## src/rtl/xcvr_rmw_master.sv

```systemverilog
// rtl/xcvr_rmw_master.sv - Avalon-MM read/write/RMW command sequencer with per-phase timeout
module xcvr_rmw_master #(
  parameter int ADDR_WIDTH     = 15,
  parameter int DATA_WIDTH     = 32,
  parameter int TIMEOUT_CYCLES = 1023,
  parameter int TO_WIDTH       = 10
) (
  input  logic                    clk,
  input  logic                    reset_n,
  input  logic                    cmd_valid,
  output logic                    cmd_ready,
  input  logic [1:0]              cmd_op,
  input  logic [ADDR_WIDTH-1:0]   cmd_addr,
  input  logic [DATA_WIDTH-1:0]   cmd_data,
  input  logic [DATA_WIDTH-1:0]   cmd_mask,
  output logic                    rsp_valid,
  output logic [DATA_WIDTH-1:0]   rsp_data,
  output logic                    rsp_error,
  output logic                    stray_rdv,
  output logic [ADDR_WIDTH-1:0]   m_address,
  output logic                    m_read,
  output logic                    m_write,
  output logic [DATA_WIDTH-1:0]   m_writedata,
  output logic [DATA_WIDTH/8-1:0] m_byteenable,
  output logic                    m_burstcount,
  output logic                    m_debugaccess,
  input  logic                    m_waitrequest,
  input  logic [DATA_WIDTH-1:0]   m_readdata,
  input  logic                    m_readdatavalid
);
  localparam logic [TO_WIDTH-1:0] TO_LAST = TO_WIDTH'(TIMEOUT_CYCLES - 1);

  typedef enum logic [2:0] {IDLE, RD_REQ, RD_WAIT, WR_REQ, DONE} state_t;

  state_t                  state_q, state_d;
  logic [1:0]              op_q, op_d;
  logic [DATA_WIDTH-1:0]   data_q, data_d;
  logic [DATA_WIDTH-1:0]   mask_q, mask_d;
  logic [DATA_WIDTH-1:0]   rd_q, rd_d;
  logic [DATA_WIDTH-1:0]   result_q, result_d;
  logic                    err_q, err_d;
  logic                    merge_q, merge_d;
  logic [TO_WIDTH-1:0]     cnt_q, cnt_d;
  logic                    cmd_ready_q, cmd_ready_d;
  logic                    rsp_valid_q, rsp_valid_d;
  logic [DATA_WIDTH-1:0]   rsp_data_q, rsp_data_d;
  logic                    rsp_error_q, rsp_error_d;
  logic                    stray_rdv_q, stray_rdv_d;
  logic [ADDR_WIDTH-1:0]   m_address_q, m_address_d;
  logic                    m_read_q, m_read_d;
  logic                    m_write_q, m_write_d;
  logic [DATA_WIDTH-1:0]   m_writedata_q, m_writedata_d;
  logic                    timed_out;
  logic [DATA_WIDTH-1:0]   merged;

  always_comb begin
    state_d       = state_q;
    op_d          = op_q;
    data_d        = data_q;
    mask_d        = mask_q;
    rd_d          = rd_q;
    result_d      = result_q;
    err_d         = err_q;
    merge_d       = 1'b0;
    cnt_d         = cnt_q + 1'b1;
    cmd_ready_d   = 1'b0;
    m_address_d   = m_address_q;
    m_read_d      = 1'b0;
    m_write_d     = 1'b0;
    m_writedata_d = m_writedata_q;
    timed_out     = (cnt_q == TO_LAST);
    merged        = (rd_q & ~mask_q) | (data_q & mask_q);
    // Response fields are presented one cycle after DONE so they line up with rsp_valid.
    rsp_valid_d   = (state_q == DONE);
    rsp_data_d    = (state_q == DONE) ? result_q : '0;
    rsp_error_d   = (state_q == DONE) && err_q;
    stray_rdv_d   = stray_rdv_q | (m_readdatavalid && (state_q != RD_WAIT));

    unique case (state_q)
      IDLE: begin
        cmd_ready_d = 1'b1;
        if (cmd_ready_q && cmd_valid) begin
          cmd_ready_d = 1'b0;
          op_d        = cmd_op;
          data_d      = cmd_data;
          mask_d      = cmd_mask;
          m_address_d = cmd_addr;
          result_d    = '0;
          err_d       = 1'b0;
          cnt_d       = '0;
          case (cmd_op)
            2'b00, 2'b10: begin
              state_d  = RD_REQ;
              m_read_d = 1'b1;
            end
            2'b01: begin
              state_d       = WR_REQ;
              m_write_d     = 1'b1;
              m_writedata_d = cmd_data;
            end
            default: begin
              state_d = DONE;
              err_d   = 1'b1;
            end
          endcase
        end
      end
      RD_REQ: begin
        if (!m_waitrequest) begin
          state_d = RD_WAIT;
          cnt_d   = '0;
        end else if (timed_out) begin
          state_d = DONE;
          err_d   = 1'b1;
        end else begin
          m_read_d = 1'b1;
        end
      end
      RD_WAIT: begin
        // An RMW spends one extra cycle here forming the merged word before the write phase.
        if (merge_q) begin
          result_d      = merged;
          m_writedata_d = merged;
          m_write_d     = 1'b1;
          state_d       = WR_REQ;
          cnt_d         = '0;
        end else if (m_readdatavalid) begin
          if (op_q == 2'b10) begin
            rd_d    = m_readdata;
            merge_d = 1'b1;
          end else begin
            result_d = m_readdata;
            state_d  = DONE;
          end
        end else if (timed_out) begin
          state_d = DONE;
          err_d   = 1'b1;
        end
      end
      WR_REQ: begin
        if (!m_waitrequest) begin
          state_d = DONE;
        end else if (timed_out) begin
          state_d  = DONE;
          err_d    = 1'b1;
          result_d = '0;
        end else begin
          m_write_d = 1'b1;
        end
      end
      DONE: begin
        state_d = IDLE;
      end
      default: begin
        state_d = IDLE;
      end
    endcase
  end

  always_ff @(posedge clk or negedge reset_n) begin
    if (!reset_n) begin
      state_q       <= IDLE;
      op_q          <= 2'b00;
      data_q        <= '0;
      mask_q        <= '0;
      rd_q          <= '0;
      result_q      <= '0;
      err_q         <= 1'b0;
      merge_q       <= 1'b0;
      cnt_q         <= '0;
      cmd_ready_q   <= 1'b1;
      rsp_valid_q   <= 1'b0;
      rsp_data_q    <= '0;
      rsp_error_q   <= 1'b0;
      stray_rdv_q   <= 1'b0;
      m_address_q   <= '0;
      m_read_q      <= 1'b0;
      m_write_q     <= 1'b0;
      m_writedata_q <= '0;
    end else begin
      state_q       <= state_d;
      op_q          <= op_d;
      data_q        <= data_d;
      mask_q        <= mask_d;
      rd_q          <= rd_d;
      result_q      <= result_d;
      err_q         <= err_d;
      merge_q       <= merge_d;
      cnt_q         <= cnt_d;
      cmd_ready_q   <= cmd_ready_d;
      rsp_valid_q   <= rsp_valid_d;
      rsp_data_q    <= rsp_data_d;
      rsp_error_q   <= rsp_error_d;
      stray_rdv_q   <= stray_rdv_d;
      m_address_q   <= m_address_d;
      m_read_q      <= m_read_d;
      m_write_q     <= m_write_d;
      m_writedata_q <= m_writedata_d;
    end
  end

  assign cmd_ready     = cmd_ready_q;
  assign rsp_valid     = rsp_valid_q;
  assign rsp_data      = rsp_data_q;
  assign rsp_error     = rsp_error_q;
  assign stray_rdv     = stray_rdv_q;
  assign m_address     = m_address_q;
  assign m_read        = m_read_q;
  assign m_write       = m_write_q;
  assign m_writedata   = m_writedata_q;
  assign m_byteenable  = '1;
  assign m_burstcount  = 1'b1;
  assign m_debugaccess = 1'b0;
endmodule

```

## config.mk

```make
export PLATFORM = sky130hd
export DESIGN_NAME = xcvr_rmw_master
export DESIGN_NICKNAME = d
export VERILOG_FILES = /design/src/rtl/xcvr_rmw_master.sv
export SDC_FILE = /design/constraint.sdc
export NUM_CORES = 1
export LEC_CHECK = 0
export BUFFER_PORTS_ARGS = -buffer_cell sky130_fd_sc_hd__buf_2
export CELL_PAD_IN_SITES_DETAIL_PLACEMENT = 1
export CELL_PAD_IN_SITES_GLOBAL_PLACEMENT = 2
export CORE_MARGIN = 2
export CORE_UTILIZATION = 35
export CTS_BUF_LIST = sky130_fd_sc_hd__clkbuf_16
export CTS_CLUSTER_SIZE = 12
export DETAILED_ROUTE_END_ITERATION = 12
export PLACE_DENSITY_LB_ADDON = 0.1
export SLEW_MARGIN = 20
export SYNTH_ARGS = -nofsm -noshare
export SYNTH_HDL_FRONTEND = slang
export SYNTH_SLANG_ARGS = --single-unit
```

## constraint.sdc

```tcl
create_clock -name clk -period 1.9 [get_ports clk]
set_input_delay 0.19 -clock clk [delete_from_list [all_inputs] [get_ports clk]]
set_output_delay 0.19 -clock clk [all_outputs]
set_load 0.03 [all_outputs]
```

== After elaboration in Yosys (flattened, before gate mapping) ==
Index checks and enable logic that the tools add are counted.
W data, S select, Z words.

* $add $sub $neg: 1
* Equal/unequal tests: 20
* Mux-type cells: 47
* Bitwise gates (word level): 6
* Reduce and logical (&&, ||, !) cells: 17

{| class="wikitable"
|+ Operators with widths
! kind !! number
|-
| $mux W32 || 10
|-
| $pmux W32 S3 || 1
|-
| $and A32 B32 Y32 || 2
|-
| $pmux W32 S2 || 1
|-
| $not A32 Y32 || 1
|-
| $or A32 B32 Y32 || 1
|-
| $mux W10 || 3
|-
| $pmux W10 S3 || 1
|-
| $mux W3 || 7
|-
| $mux W1 || 19
|-
| $ne A2 B2 Y1 const B || 6
|-
| $pmux W3 S4 || 1
|-
| $add A10 B1 Y10 const B || 1
|-
| $eq A10 B10 Y1 const B || 1
|-
| $reduce_and A4 Y1 || 2
|-
| $eq A3 B2 Y1 const B || 2
|-
| $ne A3 B3 Y1 const B || 2
|-
| $pmux W1 S3 || 2
|-
| $pmux W3 S2 || 1
|-
| $reduce_and A6 Y1 || 1
|-
| $reduce_bool A3 Y1 || 2
|-
| $reduce_and A5 Y1 || 1
|-
| $eq A2 B2 Y1 const B || 2
|-
| $ne A2 B1 Y1 const B || 2
|-
| 15 further kinds || 19
|}

* Flip-flop bits (word level): 230
* Input bits: 118
* Output and inout bits: 91
* Word-level logic and storage cells: 109

== Logic depth before layout (Yosys ltp) ==
* Depth after elaboration: 5
* Mapped depth: 8
* Mapped depth without buffers: 6

== Worst setup path before layout ==
Ideal clock, no wire load.

* Path type: reg2reg
* From: register cnt_q[0]
* To: register result_q[21]
* Setup time: 0.132 ns
* Arrival time: 1.492 ns
* Required time: 1.768 ns
* Path slack: 0.276 ns
* Stages on the path, launching flop included: 8
* Path buffers: 1
* Period minus slack after synthesis: 1.624 ns
* Cell sequence: dfrtp_1 > inv_1 > ha_1 > nand4_1 > o41ai_4 > o2111ai_4 > buf_6 > o2bb2ai_1

* Word-level cells in the longest chain between the ends: 3

{| class="wikitable"
|+ Ends and longest elaborated chain
! element !! line !! RTL
|-
| start: declaration || 43 || <nowiki>logic [TO_WIDTH-1:0] cnt_q, cnt_d;</nowiki>
|-
| start signal: assignment || 189 || <nowiki>cnt_q <= cnt_d;</nowiki>
|-
| $eq A10 B10 Y1 || 71 || <nowiki>timed_out = (cnt_q == TO_LAST);</nowiki>
|-
| $ne A2 B2 Y1 (no source line) || - ||
|-
| $reduce_and A6 Y1 (no source line) || - ||
|-
| end signal: assignment || 186 || <nowiki>result_q <= result_d;</nowiki>
|-
| end: declaration || 40 || <nowiki>logic [DATA_WIDTH-1:0] result_q, result_d;</nowiki>
|}

Every way passes these cells.
A chain may end at the register's enable or synchronous reset.

== Worst setup path in the final report ==
* From: register state_q[0]
* To: register m_writedata_q[15], in the netlist m_writedata[15]

* Word-level cells in the longest chain between the ends: 3
* Elaborated cells on any way between the ends: 8
* Classes of those cells: 4 x eq/ne; 1 x mux; 3 x reduce/logical

{| class="wikitable"
|+ Ends and longest elaborated chain
! element !! line !! RTL
|-
| start: declaration || 35 || <nowiki>state_t state_q, state_d;</nowiki>
|-
| start signal: assignment || 181 || <nowiki>state_q <= state_d;</nowiki>
|-
| $eq A3 B2 Y1 or $logic_not A3 Y1 (tied branches) || 79 || <nowiki>unique case (state_q)</nowiki>
|-
| $ne A2 B2 Y1 (no source line) (tied with other cells) || - ||
|-
| $reduce_and A4 Y1 (no source line) || - ||
|-
| end signal: assignment || 198 || <nowiki>m_writedata_q <= m_writedata_d;</nowiki>
|-
| end: declaration || 52 || <nowiki>logic [DATA_WIDTH-1:0] m_writedata_q, m_writedata_d;</nowiki>
|}

Parallel ways exist; a longest one is shown, timed or not.

==> flow_summary_export.csv <==
group,metric,value,unit
floorplan,rows,60,
clock_network,clock_path_buffers,3,
finish,final_cell_mix,"227 x dfrtp_1, 201 x buf_2, 117 x mux2_2, 116 x dlygate4sd3_1, 38 x nand2_1",
route,routed-via-count,7105,
route,drt_iter0_markers,305,
route,postRouteWirelength,28.5,mm
timing,fin_crit_sh,92.9,%
status,outcome,"complete, no violations",
setup_path,worstSetupEndpoint,"m_writedata[15]",
timing,finalHoldViolations,0,
power_and_ir_drop,ir_worst_vdd,0.890,mV
setup_path,cpMaxStageDelayCell,"dfrtp_1",
placed_design,numPlacedInstances,1274,
power_and_ir_drop,power_density,1520,mW/mm2
flow_run,max_cap_violations,0,
grt,grt_usage,19.6,%
setup_path,setup.worst_path.start_class,"register",
grt,grt_max_degree,59,
clock_network,h-tree-depth,1,
logic_synthesis,synth_area_per_cell,13.5,um2
route,drcViolationCount,0,
logic_synthesis,synth-edff-count,0,
finish,fillCellCount,2822,
route,wl_per_cell,19.8,um
timing,setup_viol,0,
logic_synthesis,yosys.cell_types.count,50,
finish,final_cell_area,0.0133,mm2
grt,antenna_found_initial,0,
clock_network,cts_setup_buffers,0,
timing,whs,190,ps
logic_synthesis,synthesis.instances,720,
setup_path,worstReg2RegEnd,"m_writedata[15]",
timing,final.setup.tns,0,ps
timing,clock.fmax,0.566,GHz
floorplan,die_h,171,um
timing,min_period,1770,ps
timing,rsz0062_at_grt,"false",
setup_path,startpoint,"state_q[0]",
finish,final_nets,1167,
timing,finClkSkew,16.0,ps
route,dr.pass1.iters,4,
logic_synthesis,seq_area_frac_synth,59.3,%
logic_synthesis,synth-async-reset-ratio,100,%
grt,grt_pass1_wl,44.9,mm
clock_network,clock-sinks,230,
setup_path,arrival,2150,ps
power_and_ir_drop,leakage,0.00633,uW
finish,syn2layout_area_growth,36.6,%
clock_network,path_clk_slew,60,ps
timing,drv_slew,0,
grt,globalRoute.busiestLayer,"met2",
route,vias_per_cell,4.94,
floorplan,die_area,0.0291,mm2
placed_design,dp_hpwl,18.8,mm
setup_path,r2r_cells,4,
setup_path,crit_fanout,15,
power_and_ir_drop,finalPower,20200,uW
setup_path,required,2280,ps
min_path,hold_path_class,"in2reg",
clock_network,cts_tree,"yes",
setup_path,rrSetupSlack,130,ps
setup_path,critPathMaxStageDelay,500,ps
finish,fin_cells,1439,
logic_synthesis,synth_warnings,0,
finish,drive_gt1_share,37.8,%
grt,grt_pass1_vias,8076,
route,ant_nets,0,
setup_path,critPathKind,"reg2reg",
logic_synthesis,netlist_area,0.00971,mm2
placed_design,io_buffers,202,
logic_synthesis,ys_ff_latch,230,
setup_path,crit_chain,"nor3b_4 -> buf_4 -> mux2i_1 -> o21ai_0",
setup_path,crit_path_end_kind,"register",
floorplan,core-area,0.0271,mm2
grt,overflow,0,
grt,grt.met1_usage,25.2,%
setup_path,r2r-start,"state_q[0]",
finish,antenna_cells,0,
grt,grt_util_met2,34.1,%
floorplan,start_util,35.8,%
clock_network,cts_buffers,27,
clock_network,cts-root-buf,"clkbuf_16",
placed_design,gp_congestion,0.774,
grt,grtUsageMet3,4.16,%
floorplan,io_pins,209,
finish,final_common_cell,"dfrtp_1",
clock_network,clock_latency,520,ps
floorplan,dieWidth,171,um
placed_design,dpl-instance-area,0.0113,mm2
logic_synthesis,synthFlopType,"dfrtp_1",
## critical path, delay by kind of cell (launching register included)
kind / cells / cell delay (ps)
DFF: 1 / 500
buffers and inverters: 1 / 400
and+or+nand+nor: 1 / 390
muxes: 1 / 230
AOI/OAI and AO/OA: 1 / 100
## kinds of logic after synthesis
logic type	share of synthesized area, %
mux	20.1
buf+inv	3.47
other cells	0.0773
flops	59.3
fa+ha+maj	0.258
xor+xnor	0.721
simple gates	6.38
compound gates	9.71
## area by class of cell
type / instances / area [um2] / share of cell area, %
flip-flops and latches: 230 / 5760 / 43.4
multi-input cells: 429 / 3690 / 27.8
repair buffers: 350 / 2500 / 18.9
clock buffers: 27 / 676 / 5.09
well taps: 372 / 465 / 3.51
clock inverters: 22 / 141 / 1.07
inverters: 9 / 33.8 / 0.255
## per-layer routing
layer  vias up  share of wire [%]
li1       3266                  -
met1      3607                 43
met2       195                 50
met3        37                6.0
met4         0                1.8
met5         -                  0
## through the flow
step                setup slack, ps  util (%)
floorplan                       276         -
global placement                150      41.6
detailed placement              118      41.6
CTS                            86.3      48.9
global route                   10.9      48.9
finish                          134      48.9
## state kept, by name, summed over array words and instances, names as in the netlist, 2 cells and up
signal       cells
cnt_q           10
state_q          3
rsp_data        32
mask_q          32
result_q        32
rd_q            32
data_q          32
m_writedata     32
op_q             2
m_address       15
## synthesized netlist by cell type (4+ instances only)
library cell | n | area (um2)
nand2_1 | 39 | 146
o2bb2ai_1 | 29 | 254
buf_4 | 12 | 90.1
a32oi_1 | 33 | 289
clkbuf_1 | 21 | 78.8
a21oi_1 | 7 | 35.0
xnor2_1 | 5 | 43.8
mux2_2 | 117 | 1320
nand2b_1 | 4 | 25.0
inv_1 | 9 | 33.8
mux2i_1 | 32 | 320
buf_2 | 20 | 100
nor2_1 | 15 | 56.3
o21ai_0 | 32 | 160
dfrtp_1 | 229 | 5730
mux2_1 | 28 | 315
and3_1 | 33 | 206
nor2b_1 | 4 | 25.0
## report_power, final
group | total (uW) | internal (uW) | switching [uW]
clock network | 4820 | 2820 | 2000
registers | 7910 | 6830 | 1080
logic | 7430 | 3320 | 4110
## repair_timing
action | 4_1_cts | 5_1_grt
resized for setup | 0 | 1
hold endpoints to repair | 196 | 0
hold buffers | 116 | 0
endpoints found under the setup margin | 0 | 13
## worst min path at each step
stage | startpoint | end | cells after the start
finish | m_waitrequest | state_q[0] | 4
global route | m_waitrequest | state_q[0] | 4
CTS | m_waitrequest | state_q[0] | 4
detailed placement | reset_n | m_writedata[25] | 1
global placement | reset_n | m_writedata[26] | 1
floorplan | reset_n | cnt_q[0] | 0
No activity file was read; power rests on OpenSTA's default activity.
